## src/rtl/tp_loader_pkg.sv

```systemverilog
// Shared types and constants for the serial load link receiver.
package tp_loader_pkg;

  // Link mode encoding as seen on the two mode pins.
  typedef enum logic [1:0] {
    MODE_IDLE = 2'b00,
    MODE_IMEM = 2'b01,
    MODE_DMEM = 2'b10,
    MODE_RUN  = 2'b11
  } mode_t;

  // Receiver FSM states.
  typedef enum logic [2:0] {
    StIdle,
    StPre,
    StShift,
    StStop,
    StDrain,
    StRun
  } ldr_state_t;

  localparam int unsigned DEF_ADDR_W     = 4;
  localparam int unsigned DEF_DATA_W     = 8;
  localparam int unsigned DEF_PRE_CYCLES = 1;
  localparam int unsigned FRAME_BITS     = DEF_ADDR_W + DEF_DATA_W;
  localparam logic        STOP_BIT_VAL   = 1'b0;

  // True for the two modes that carry frame data.
  function automatic logic is_load(input mode_t m);
    return (m == MODE_IMEM) || (m == MODE_DMEM);
  endfunction

endpackage

```

## src/rtl/tp_serial_loader_if.sv

```systemverilog
// Pin-side link and storage write port of the serial loader.
interface tp_serial_loader_if
  import tp_loader_pkg::*;
#(
  parameter int unsigned ADDR_W = DEF_ADDR_W,
  parameter int unsigned DATA_W = DEF_DATA_W
);
  logic              mosi_in;
  logic [1:0]        mode_in;
  logic              wr_en;
  logic              wr_sel;
  logic [ADDR_W-1:0] wr_addr;
  logic [DATA_W-1:0] wr_data;
  logic              run;
  logic              run_start;
  logic              frame_err;
  logic [ADDR_W:0]   frame_cnt;

  // Host side: drives the pins, observes the write port.
  modport master (
    output mosi_in, mode_in,
    input  wr_en, wr_sel, wr_addr, wr_data, run, run_start, frame_err, frame_cnt
  );

  // Loader side.
  modport slave (
    input  mosi_in, mode_in,
    output wr_en, wr_sel, wr_addr, wr_data, run, run_start, frame_err, frame_cnt
  );
endinterface

```

## src/rtl/tp_loader_shreg.sv

```systemverilog
// Frame shift register (right shift, LSB-first arrival) and active-edge counter.
module tp_loader_shreg
  import tp_loader_pkg::*;
#(
  parameter int unsigned Width = FRAME_BITS,
  parameter int unsigned CntW  = 4
) (
  input  logic             clk,
  input  logic             rst_n,
  input  logic             clear_i,
  input  logic             shift_en_i,
  input  logic             bit_i,
  input  logic             cnt_inc_i,
  output logic [Width-1:0] sr_o,
  output logic [CntW-1:0]  bitcnt_o
);
  logic [Width-1:0] sr_q;
  logic [CntW-1:0]  cnt_q;

  // Clear on frame start; the start edge itself is counted, so clear+inc loads 1.
  always_ff @(posedge clk or negedge rst_n) begin
    if (!rst_n) begin
      sr_q  <= '0;
      cnt_q <= '0;
    end else begin
      if (clear_i) begin
        sr_q <= '0;
      end else if (shift_en_i) begin
        sr_q <= {bit_i, sr_q[Width-1:1]};
      end
      if (clear_i) begin
        cnt_q <= cnt_inc_i ? CntW'(1) : '0;
      end else if (cnt_inc_i) begin
        cnt_q <= cnt_q + CntW'(1);
      end
    end
  end

  assign sr_o     = sr_q;
  assign bitcnt_o = cnt_q;
endmodule

```

## src/rtl/tp_serial_loader.sv

```systemverilog
// Serial load link receiver: frame FSM, registered commit, frame counter and error pulses.
// PRE_CYCLES must be at least 1: the edge that leaves IDLE/RUN is always a preamble edge.
module tp_serial_loader
  import tp_loader_pkg::*;
#(
  parameter int unsigned ADDR_W     = DEF_ADDR_W,
  parameter int unsigned DATA_W     = DEF_DATA_W,
  parameter int unsigned PRE_CYCLES = DEF_PRE_CYCLES
) (
  input logic               clk,
  input logic               rst_n,
  tp_serial_loader_if.slave link_io
);
  localparam int unsigned NB   = ADDR_W + DATA_W;
  localparam int unsigned CntW = $clog2(PRE_CYCLES + NB + 1);
  localparam int unsigned FcnW = ADDR_W + 1;

  localparam logic [CntW-1:0] PreCnt  = CntW'(PRE_CYCLES);
  localparam logic [CntW-1:0] LastCnt = CntW'(PRE_CYCLES + NB - 1);
  localparam logic [FcnW-1:0] FcnMax  = {1'b1, {ADDR_W{1'b0}}};

  ldr_state_t        state_q;
  logic              kind_q;   // 0 = imem frame, 1 = dmem frame
  logic              pend_q;   // stop bit accepted, write goes out next edge
  logic              wr_en_q;
  logic              wr_sel_q;
  logic [ADDR_W-1:0] wr_addr_q;
  logic [DATA_W-1:0] wr_data_q;
  logic              run_q;
  logic              run_start_q;
  logic              frame_err_q;
  logic [FcnW-1:0]   frame_cnt_q;

  mode_t           mode;
  logic            mode_load;
  logic            mode_dmem;
  logic            same_kind;
  logic            sr_clear;
  logic            sr_shift;
  logic            cnt_inc;
  logic [NB-1:0]   sr;
  logic [CntW-1:0] bitcnt;

  assign mode      = mode_t'(link_io.mode_in);
  assign mode_load = is_load(mode);
  assign mode_dmem = (mode == MODE_DMEM);
  assign same_kind = mode_load && (mode_dmem == kind_q);

  tp_loader_shreg #(
    .Width (NB),
    .CntW  (CntW)
  ) u_shreg (
    .clk        (clk),
    .rst_n      (rst_n),
    .clear_i    (sr_clear),
    .shift_en_i (sr_shift),
    .bit_i      (link_io.mosi_in),
    .cnt_inc_i  (cnt_inc),
    .sr_o       (sr),
    .bitcnt_o   (bitcnt)
  );

  // Shift register control: start a frame from IDLE/RUN, sample data bits in PRE/SHIFT.
  always_comb begin
    sr_clear = 1'b0;
    sr_shift = 1'b0;
    cnt_inc  = 1'b0;
    case (state_q)
      StIdle, StRun: begin
        if (mode_load) begin
          sr_clear = 1'b1;
          cnt_inc  = 1'b1;
        end
      end
      StPre: begin
        if (same_kind) begin
          cnt_inc  = 1'b1;
          sr_shift = (bitcnt == PreCnt);
        end
      end
      StShift: begin
        if (same_kind) begin
          cnt_inc  = 1'b1;
          sr_shift = 1'b1;
        end
      end
      default: ;
    endcase
  end

  // Frame FSM with registered strobes; later assignments override the per-cycle defaults.
  always_ff @(posedge clk or negedge rst_n) begin
    if (!rst_n) begin
      state_q     <= StIdle;
      kind_q      <= 1'b0;
      pend_q      <= 1'b0;
      wr_en_q     <= 1'b0;
      wr_sel_q    <= 1'b0;
      wr_addr_q   <= '0;
      wr_data_q   <= '0;
      run_q       <= 1'b0;
      run_start_q <= 1'b0;
      frame_err_q <= 1'b0;
      frame_cnt_q <= '0;
    end else begin
      pend_q      <= 1'b0;
      wr_en_q     <= 1'b0;
      run_q       <= 1'b0;
      run_start_q <= 1'b0;
      frame_err_q <= 1'b0;

      // sr and kind_q still hold the committed frame here even if a new frame starts now.
      if (pend_q) begin
        wr_en_q   <= 1'b1;
        wr_sel_q  <= kind_q;
        wr_addr_q <= sr[ADDR_W-1:0];
        wr_data_q <= sr[NB-1:ADDR_W];
        if (frame_cnt_q != FcnMax) begin
          frame_cnt_q <= frame_cnt_q + FcnW'(1);
        end
      end

      case (state_q)
        StIdle: begin
          if (mode == MODE_RUN) begin
            state_q     <= StRun;
            run_q       <= 1'b1;
            run_start_q <= 1'b1;
            frame_cnt_q <= '0;
          end else if (mode_load) begin
            state_q <= StPre;
            kind_q  <= mode_dmem;
          end
        end
        StPre, StShift: begin
          if (mode == MODE_IDLE) begin
            frame_err_q <= 1'b1;
            state_q     <= StIdle;
          end else if (mode == MODE_RUN) begin
            frame_err_q <= 1'b1;
            state_q     <= StRun;
            run_q       <= 1'b1;
            run_start_q <= 1'b1;
            frame_cnt_q <= '0;
          end else if (!same_kind) begin
            frame_err_q <= 1'b1;
            state_q     <= StDrain;
          end else if (state_q == StPre) begin
            if (bitcnt == PreCnt) begin
              state_q <= StShift;
            end
          end else if (bitcnt == LastCnt) begin
            state_q <= StStop;
          end
        end
        StStop: begin
          if (mode == MODE_IDLE) begin
            if (link_io.mosi_in == STOP_BIT_VAL) begin
              pend_q <= 1'b1;
            end else begin
              frame_err_q <= 1'b1;
            end
            state_q <= StIdle;
          end else if (mode == MODE_RUN) begin
            frame_err_q <= 1'b1;
            state_q     <= StRun;
            run_q       <= 1'b1;
            run_start_q <= 1'b1;
            frame_cnt_q <= '0;
          end else begin
            frame_err_q <= 1'b1;
            state_q     <= StDrain;
          end
        end
        StDrain: begin
          if (mode == MODE_IDLE) begin
            state_q <= StIdle;
          end
        end
        StRun: begin
          if (mode == MODE_RUN) begin
            run_q <= 1'b1;
          end else if (mode_load) begin
            state_q <= StPre;
            kind_q  <= mode_dmem;
          end else begin
            state_q <= StIdle;
          end
        end
        default: state_q <= StIdle;
      endcase
    end
  end

  assign link_io.wr_en     = wr_en_q;
  assign link_io.wr_sel    = wr_sel_q;
  assign link_io.wr_addr   = wr_addr_q;
  assign link_io.wr_data   = wr_data_q;
  assign link_io.run       = run_q;
  assign link_io.run_start = run_start_q;
  assign link_io.frame_err = frame_err_q;
  assign link_io.frame_cnt = frame_cnt_q;
endmodule

```

## src/flat_wrapper.sv

```systemverilog
// flat-port wrapper written by rule: the top's interface ports become plain ports
module tp_serial_loader_flat import tp_loader_pkg::*;
#(
  parameter int unsigned ADDR_W     = DEF_ADDR_W,
  parameter int unsigned DATA_W     = DEF_DATA_W,
  parameter int unsigned PRE_CYCLES = DEF_PRE_CYCLES
)
  (clk, rst_n, link_io_mosi_in, link_io_mode_in, link_io_wr_en, link_io_wr_sel, link_io_wr_addr, link_io_wr_data, link_io_run, link_io_run_start, link_io_frame_err, link_io_frame_cnt);
  tp_serial_loader_if #(.ADDR_W(ADDR_W), .DATA_W(DATA_W)) link_io_i ();
  input logic clk;
  input logic rst_n;
  input wire logic [$bits(link_io_i.mosi_in)-1:0] link_io_mosi_in;
  input wire logic [$bits(link_io_i.mode_in)-1:0] link_io_mode_in;
  output wire logic [$bits(link_io_i.wr_en)-1:0] link_io_wr_en;
  output wire logic [$bits(link_io_i.wr_sel)-1:0] link_io_wr_sel;
  output wire logic [$bits(link_io_i.wr_addr)-1:0] link_io_wr_addr;
  output wire logic [$bits(link_io_i.wr_data)-1:0] link_io_wr_data;
  output wire logic [$bits(link_io_i.run)-1:0] link_io_run;
  output wire logic [$bits(link_io_i.run_start)-1:0] link_io_run_start;
  output wire logic [$bits(link_io_i.frame_err)-1:0] link_io_frame_err;
  output wire logic [$bits(link_io_i.frame_cnt)-1:0] link_io_frame_cnt;
  assign link_io_i.mosi_in = link_io_mosi_in;
  assign link_io_i.mode_in = link_io_mode_in;
  assign link_io_wr_en = link_io_i.wr_en;
  assign link_io_wr_sel = link_io_i.wr_sel;
  assign link_io_wr_addr = link_io_i.wr_addr;
  assign link_io_wr_data = link_io_i.wr_data;
  assign link_io_run = link_io_i.run;
  assign link_io_run_start = link_io_i.run_start;
  assign link_io_frame_err = link_io_i.frame_err;
  assign link_io_frame_cnt = link_io_i.frame_cnt;
  tp_serial_loader #(.ADDR_W(ADDR_W), .DATA_W(DATA_W), .PRE_CYCLES(PRE_CYCLES)) u_core (.clk(clk), .rst_n(rst_n), .link_io(link_io_i));
endmodule
```

## config.mk

```make
export PLATFORM = sky130hd
export DESIGN_NAME = tp_serial_loader_flat
export DESIGN_NICKNAME = d
export VERILOG_FILES = /design/src/rtl/tp_loader_pkg.sv /design/src/rtl/tp_serial_loader_if.sv /design/src/rtl/tp_loader_shreg.sv /design/src/rtl/tp_serial_loader.sv /design/src/flat_wrapper.sv
export SDC_FILE = /design/constraint.sdc
export NUM_CORES = 1
export LEC_CHECK = 0
export BUFFER_PORTS_ARGS = -buffer_cell sky130_fd_sc_hd__buf_2
export CAP_MARGIN = 20
export CORE_ASPECT_RATIO = 1.4
export CORE_MARGIN = 4
export CORE_UTILIZATION = 30
export DETAILED_ROUTE_END_ITERATION = 8
export SETUP_SLACK_MARGIN = 0.1
export SLEW_MARGIN = 20
export SYNTH_ARGS = -nofsm -noshare
export SYNTH_HDL_FRONTEND = slang
export SYNTH_SLANG_ARGS = --single-unit
```

## constraint.sdc

```tcl
create_clock -name clk -period 2.7 [get_ports clk]
set_clock_uncertainty 0.2 [all_clocks]
set_input_delay 0.54 -clock clk [delete_from_list [all_inputs] [get_ports clk]]
set_output_delay 0.54 -clock clk [all_outputs]
set_load 0.02 [all_outputs]
```

==> results of run 1 <==
-- cell type report --
type	count	area, µm²
fill	734	4470
sequential	43	1080
multi-input combinational	150	1040
timing repair buffer	38	223
tap	95	119
clock buffer	5	68.8
clock inverter	3	43.8
inverter	9	33.8
-- placed cells by master, fill, tap and decap left out, drive strengths merged, types with 6 or more instances in the layout --
master   n
xor2     6
inv      9
nand2   35
mux2    14
o21ai   14
dfrtp   43
ha       9
nor2    16
a21oi    8
buf     37
-- layer usage --
layer  track usage (%)  share of wire [%]  vias to the layer above
met1              12.1                 42                      762
met5                 0                  0                        -
li1                  -                  -                      802
met3              3.11                3.9                        9
met2              20.1                 52                       26
met4              4.35                2.1                        0
-- per-stage QoR --
stage	instances	utilization [%]	worst slack (ns)	instance area (µm²)	hold slack (ns)
after global placement	334	35.1	0.234	2480	0.212
after global routing	343	36.8	0.330	2600	0.314
after CTS	343	36.8	0.471	2600	0.296
after detailed placement	334	35.1	0.151	2480	0.220
after floorplan	212	-	0.316	2210	0.0444
final	343	36.8	0.453	2600	0.303
-- state kept, by name, indices dropped and copies added, names as in the netlist --
signal,count
u_core.kind_q,1
u_core.link_io.frame_cnt,5
u_core.link_io.frame_err,1
u_core.link_io.run,1
u_core.link_io.run_start,1
u_core.link_io.wr_addr,4
u_core.link_io.wr_data,8
u_core.link_io.wr_en,1
u_core.link_io.wr_sel,1
u_core.pend_q,1
u_core.state_q,3
u_core.u_shreg.bitcnt_o,4
u_core.u_shreg.sr_o,12
-- synth_stat cells, types with 5 or more instances --
cell | n | share of area, %
dfrtp_1 | 43 | 49
nand2_1 | 35 | 6.0
nor2_1 | 16 | 2.7
mux2_2 | 14 | 7.1
ha_1 | 9 | 5.1
a21oi_1 | 7 | 1.6
inv_1 | 7 | 1.2
o21ai_1 | 7 | 1.6
xor2_1 | 6 | 2.4
mux2i_1 | 5 | 2.3
nand2b_1 | 5 | 1.4
o21ai_0 | 5 | 1.1
-- cells by family after synthesis --
kind of cell    after synthesis  share of synthesized area [%]
fa+ha+maj                     9                           5.10
mux                          19                           9.41
simple gates                 81                           18.1
compound gates               33                           11.3
xor+xnor                      8                           3.17
flops                        43                           48.8
buf+inv                      19                           4.14
-- where the power goes --
group          leakage [nW]  internal [W]  switching, W
Clock                0.0581      0.000275      0.000217
Combinational         0.606      0.000311      0.000451
Sequential            0.588      0.000725     0.0000956
Total                  1.25       0.00131      0.000763
-- critical path, cell delays in order --
cell	delay (ns)
buf_2	0.12
inv_1	0.06
ha_1	0.31
inv_2	0.06
or4_4	0.51
a311oi_2	0.33
nor2_1	0.08
a31o_1	0.21
-- how the worst max path moves through the flow --
stage	startpoint	to	slack (ns)
2_1_floorplan	link_io_mode_in[0]	u_core.state_q[2]$_DFFE_PN0P_	0.32
3_3_place_gp	link_io_mode_in[0]	u_core.state_q[2]$_DFFE_PN0P_	0.23
3_5_place_dp	link_io_mode_in[1]	u_core.state_q[2]$_DFFE_PN0P_	0.15
4_1_cts	link_io_mode_in[1]	u_core.state_q[2]$_DFFE_PN0P_	0.47
5_1_grt	link_io_mode_in[1]	u_core.state_q[2]$_DFFE_PN0P_	0.33
6_report	link_io_mode_in[1]	u_core.state_q[2]$_DFFE_PN0P_	0.45
==> metrics, run 1 <==
status finished clean; cts hold-fix bufs 1; largest net degree at the start of global routing 19; crit share post-route 83.2%; die footprint 8810 µm²; Max-slew headroom 67.5%; Yosys reg bits 43; Total Wirelength 4340 µm; Worst-path clk slew 0.07 ns; ANT nets after route 0; global placement routability congestion 0.835; crit path capture type flop; clk_lat worst skew 0.29 ns; PwrDens 797 nW/µm²; Tot GR Track Use 11.1%; RR Startpoint u_core.u_shreg.bitcnt_o[1]$_DFFE_PN0P_; Sinks on Clock Net 43; sum of negative setup slack 0 ns; worst slew pin tran 0.486 ns; hold worst-path end u_core.link_io.wr_sel$_DFFE_PN0P_; die width 80.5 µm; wire length per cell 12.7 µm; Avg Vias per Cell 4.66; Root Buffer clkbuf_8; hpwl dp 3340 µm; # port buffers 26; Synth async-reset ratio 100%; total power 0.00208 W; DRC 0; sequential fraction of the synthesis area 48.8%; Hold Crit Depth 1; Max Cap Violations 0; fin nets 261; RR Endpoint u_core.u_shreg.sr_o[8]$_DFFE_PN0P_; Layout area overhead 18.0%; flop2flop setup slack 0.52 ns; crit path DAT 2.23 ns; number of synthesized flops with an enable pin 0; GR Overflow Total 0; initial core utilization 31.2%; unrepaired setup endpoints after global routing false; crit-path max FO 4; share of layout cells above drive strength 1 29.0%; dominant synthesized flop cell dfrtp_1; Cell variety after synth 42; Ports 27; Hold Crit Class flop to flop; core area 7070 µm²; Max rail drop VDD 271 µV; CP Data Required Time 2.68 ns; first-pass iteration count of the detailed router 4; Slew Limit Fails 0; clock buffer depth 2; cells after synthesis 212; yosys warns 0; Post-Syn Area 2210 µm²; via total after detailed routing 1599; CTS tree built; die height 109 µm; vias in the first global route 1663; Post-Syn Nets 226; first-pass GRT wire length 7670 µm; cts bufs inserted 5; CTS H-tree lvls 2; # rows 36; post-CTS setup buffer count 0; setup violators final 0; initial drt markers 97; Achievable Freq 445 MHz; Post-CTS Resized 0; Reg2Reg Depth 7; leak pwr 1.25 nW; hold path start u_core.link_io.wr_sel$_DFFE_PN0P_; Syn Area/Cell 10.4 µm²; Hold Fails Final Rpt 0; initial antenna violation count 0; Ant. Diodes 0; min Tclk post-route 2.25 ns; kind of critical path input port to flop; crit start category input port
Note: power is estimated with default switching activity, not from simulation.
==> run 2: changes to the inputs <==
==> constraint.sdc (replaced) <==
create_clock -name clk -period 2.2 [get_ports clk]
set_clock_uncertainty 0.2 [all_clocks]
set_input_delay 0.44 -clock clk [delete_from_list [all_inputs] [get_ports clk]]
set_output_delay 0.44 -clock clk [all_outputs]
set_load 0.02 [all_outputs]
==> run 2 against run 1 <==
Core utilization up 2.6 points. Total power up 34%. Count of clock-buffer cells in the layout unchanged. Sequential power up 21%. Largest cell class is now multi-input combinational cells.
==> metrics, run 2 (synthesis results as in run 1) <==
routed length on met2 2530 µm (+12%); leak pwr 1.32 nW (+5.7%); Seq pwr share 35.9% (-3.7 points); Hold Crit Class input port to flop; CP cell instances buf_2 -> inv_12 -> ha_4 -> inv_4 -> or4_4 -> a311oi_4 -> nor2_1 -> a31o_1; Critical Path Source link_io_mode_in[0]; DR top layer met4; Total Wirelength 4780 µm (+10%); WL met3 173 µm (+3.0%); logic gate share of total power 41.9% (+5.2 points); fin nets 273 (+4.6%); worst slew pin tran 0.474 ns (-0.0122 ns); min Tclk post-route 2.01 ns; die footprint 8810 µm² (unchanged); max FFs per register 12 (unchanged); fin area 2790 µm² (+7.1%); Sinks on Clock Net 43 (unchanged); PwrDens 995 nW/µm² (+25%); crit start category input port; via total after detailed routing 1705 (+6.6%); Ports 27 (unchanged); Clock power frac 22.3% (-1.4 points); Avg Vias per Cell 4.80 (+3.0%); RR Startpoint u_core.state_q[2]$_DFFE_PN0P_; Max Cap Violations 0 (unchanged); final core occ 39.4% (+2.6 points); Max rail drop VDD 361 µV (+33%); Max-slew headroom 68.4% (+0.87 points); Hold Fails Final Rpt 0 (unchanged); Layout area overhead 26.3%; commonest non-fill, non-tap cells in the layout dfrtp_1 (43), nand2_1 (35), buf_2 (26); share of layout cells above drive strength 1 34.6% (+5.6 points); hold path start link_io_mosi_in; Slowest Stage Delay on Critical Path 0.54 ns (+0.03 ns); GR Overflow Total 0 (unchanged); largest net degree at the start of global routing 26 (+7); kind of critical path input port to flop; wire length per cell 13.5 µm (+6.4%); Ant. Diodes 0 (unchanged); Post-DP Area 2610 µm² (+5.1%); M1 WL 1960 µm (+7.6%); first-pass iteration count of the detailed router 4 (unchanged); initial core utilization 31.2% (unchanged); CTS H-tree lvls 2 (unchanged); initial drt markers 152 (+57%); crit path DAT 2.00 ns (-0.23 ns); Achievable Freq 497 MHz; cell internal pwr 0.00173 W (+32%); initial antenna violation count 0 (unchanged); clk_lat worst skew 0.30 ns (about the same); CP Data Required Time 2.19 ns (-0.49 ns); crit share post-route 91.4%; crit-path max FO 3 (-1); cts bufs inserted 5 (unchanged); die height 109 µm (unchanged); slowest cell on the critical path or4_4; worst hold margin 0.207 ns (-0.0964 ns); Tot GR Track Use 11.4% (+0.25 points); global placement routability congestion 0.844 (+1.2%); sum of negative setup slack 0 ns (unchanged); # rows 36 (unchanged); Sw Ratio 37.7% (+0.94 points); # port buffers 26 (unchanged); setup violators final 0 (unchanged); Slew Limit Fails 0 (unchanged); first-pass GRT wire length 7730 µm (+0.81%); most common cell after layout, fill and taps aside dfrtp_1; Net Switching 0.00105 W (+37%); status finished clean; DRC 0 (unchanged); ANT nets after route 0 (unchanged); CTS tree built; Worst-path clk slew 0.08 ns (about the same); unrepaired setup endpoints after global routing true; core area 7070 µm² (unchanged); crit path capture type flop; vias in the first global route 1602 (-3.7%); Root Buffer clkbuf_8; hpwl dp 3470 µm (+4.1%); clock buffer depth 2 (unchanged); die width 80.5 µm (unchanged)
==> run 2: cell count changes in the layout (fill, tap and decap cells not counted), sizes merged <==
cell and change:
buf +11, o211ai +1
==> run 2: worst paths after layout <==
check / endpoint / slack, ns / cells past startpoint
max in group asynchronous: u_core.u_shreg.sr_o[4]$_DFFE_PN0P_ / 0.87 / 3
max reg2reg: u_core.state_q[0]$_DFFE_PN0P_ / 0.20 / 5
min reg2reg: u_core.link_io.wr_addr[3]$_DFFE_PN0P_ / 0.31 / 1
max: u_core.state_q[2]$_DFFE_PN0P_ / 0.19 / 8
min in group asynchronous: u_core.u_shreg.bitcnt_o[1]$_DFFE_PN0P_ / 0.43 / 2
min: u_core.u_shreg.sr_o[11]$_DFFE_PN0P_ / 0.21 / 3
==> run 2: cell type report <==
cell class / instances / area [µm²]
multi-input combinational: 151 / 1110
sequential: 43 / 1080
clock inverter: 3 / 43.8
timing repair buffer: 49 / 318
fill: 698 / 4280
inverter: 9 / 53.8
tap: 95 / 119
clock buffer: 5 / 68.8
==> run 2: what timing repair did <==
action,CTS,global route
resized for setup,0,6
hold endpoints to repair,18,0
endpoints found under the setup margin,0,14
buffers inserted,0,0
hold buffers,1,0
==> run 2: metal layers <==
layer  up-vias  global-route usage [%]
li1        824                       -
met1       837                    13.3
met2        37                    20.0
met3         7                    1.56
met4         0                    5.92
met5         -                       0
==> run 2: worst max-delay path: cells and delay by family <==
family | cells | cell delay (ns)
and+or+nand+nor | 2 | 0.62
AOI/OAI and AO/OA | 2 | 0.41
adders and majority gates | 1 | 0.27
buffers and inverters | 3 | 0.25
==> run 2: through the flow <==
step / power [W] / worst slack [ns] / instances
floorplan: 0.00174 / 0.0283 / 212
global placement: 0.00207 / -0.110 / 345
finish: 0.00277 / 0.189 / 355
global route: 0.00296 / 0.0961 / 355
CTS: 0.00271 / 0.152 / 354
detailed placement: 0.00208 / -0.129 / 345
==> run 2: power groups by stage <==
stage | registers (W) | logic (W) | clock network (W)
after floorplan | 0.00101 | 0.000729 | 0
after global placement | 0.00101 | 0.00106 | 0
after detailed placement | 0.00101 | 0.00107 | 0
after CTS | 0.000992 | 0.00108 | 0.000632
after global routing | 0.00101 | 0.00128 | 0.000671
final | 0.000996 | 0.00116 | 0.000617
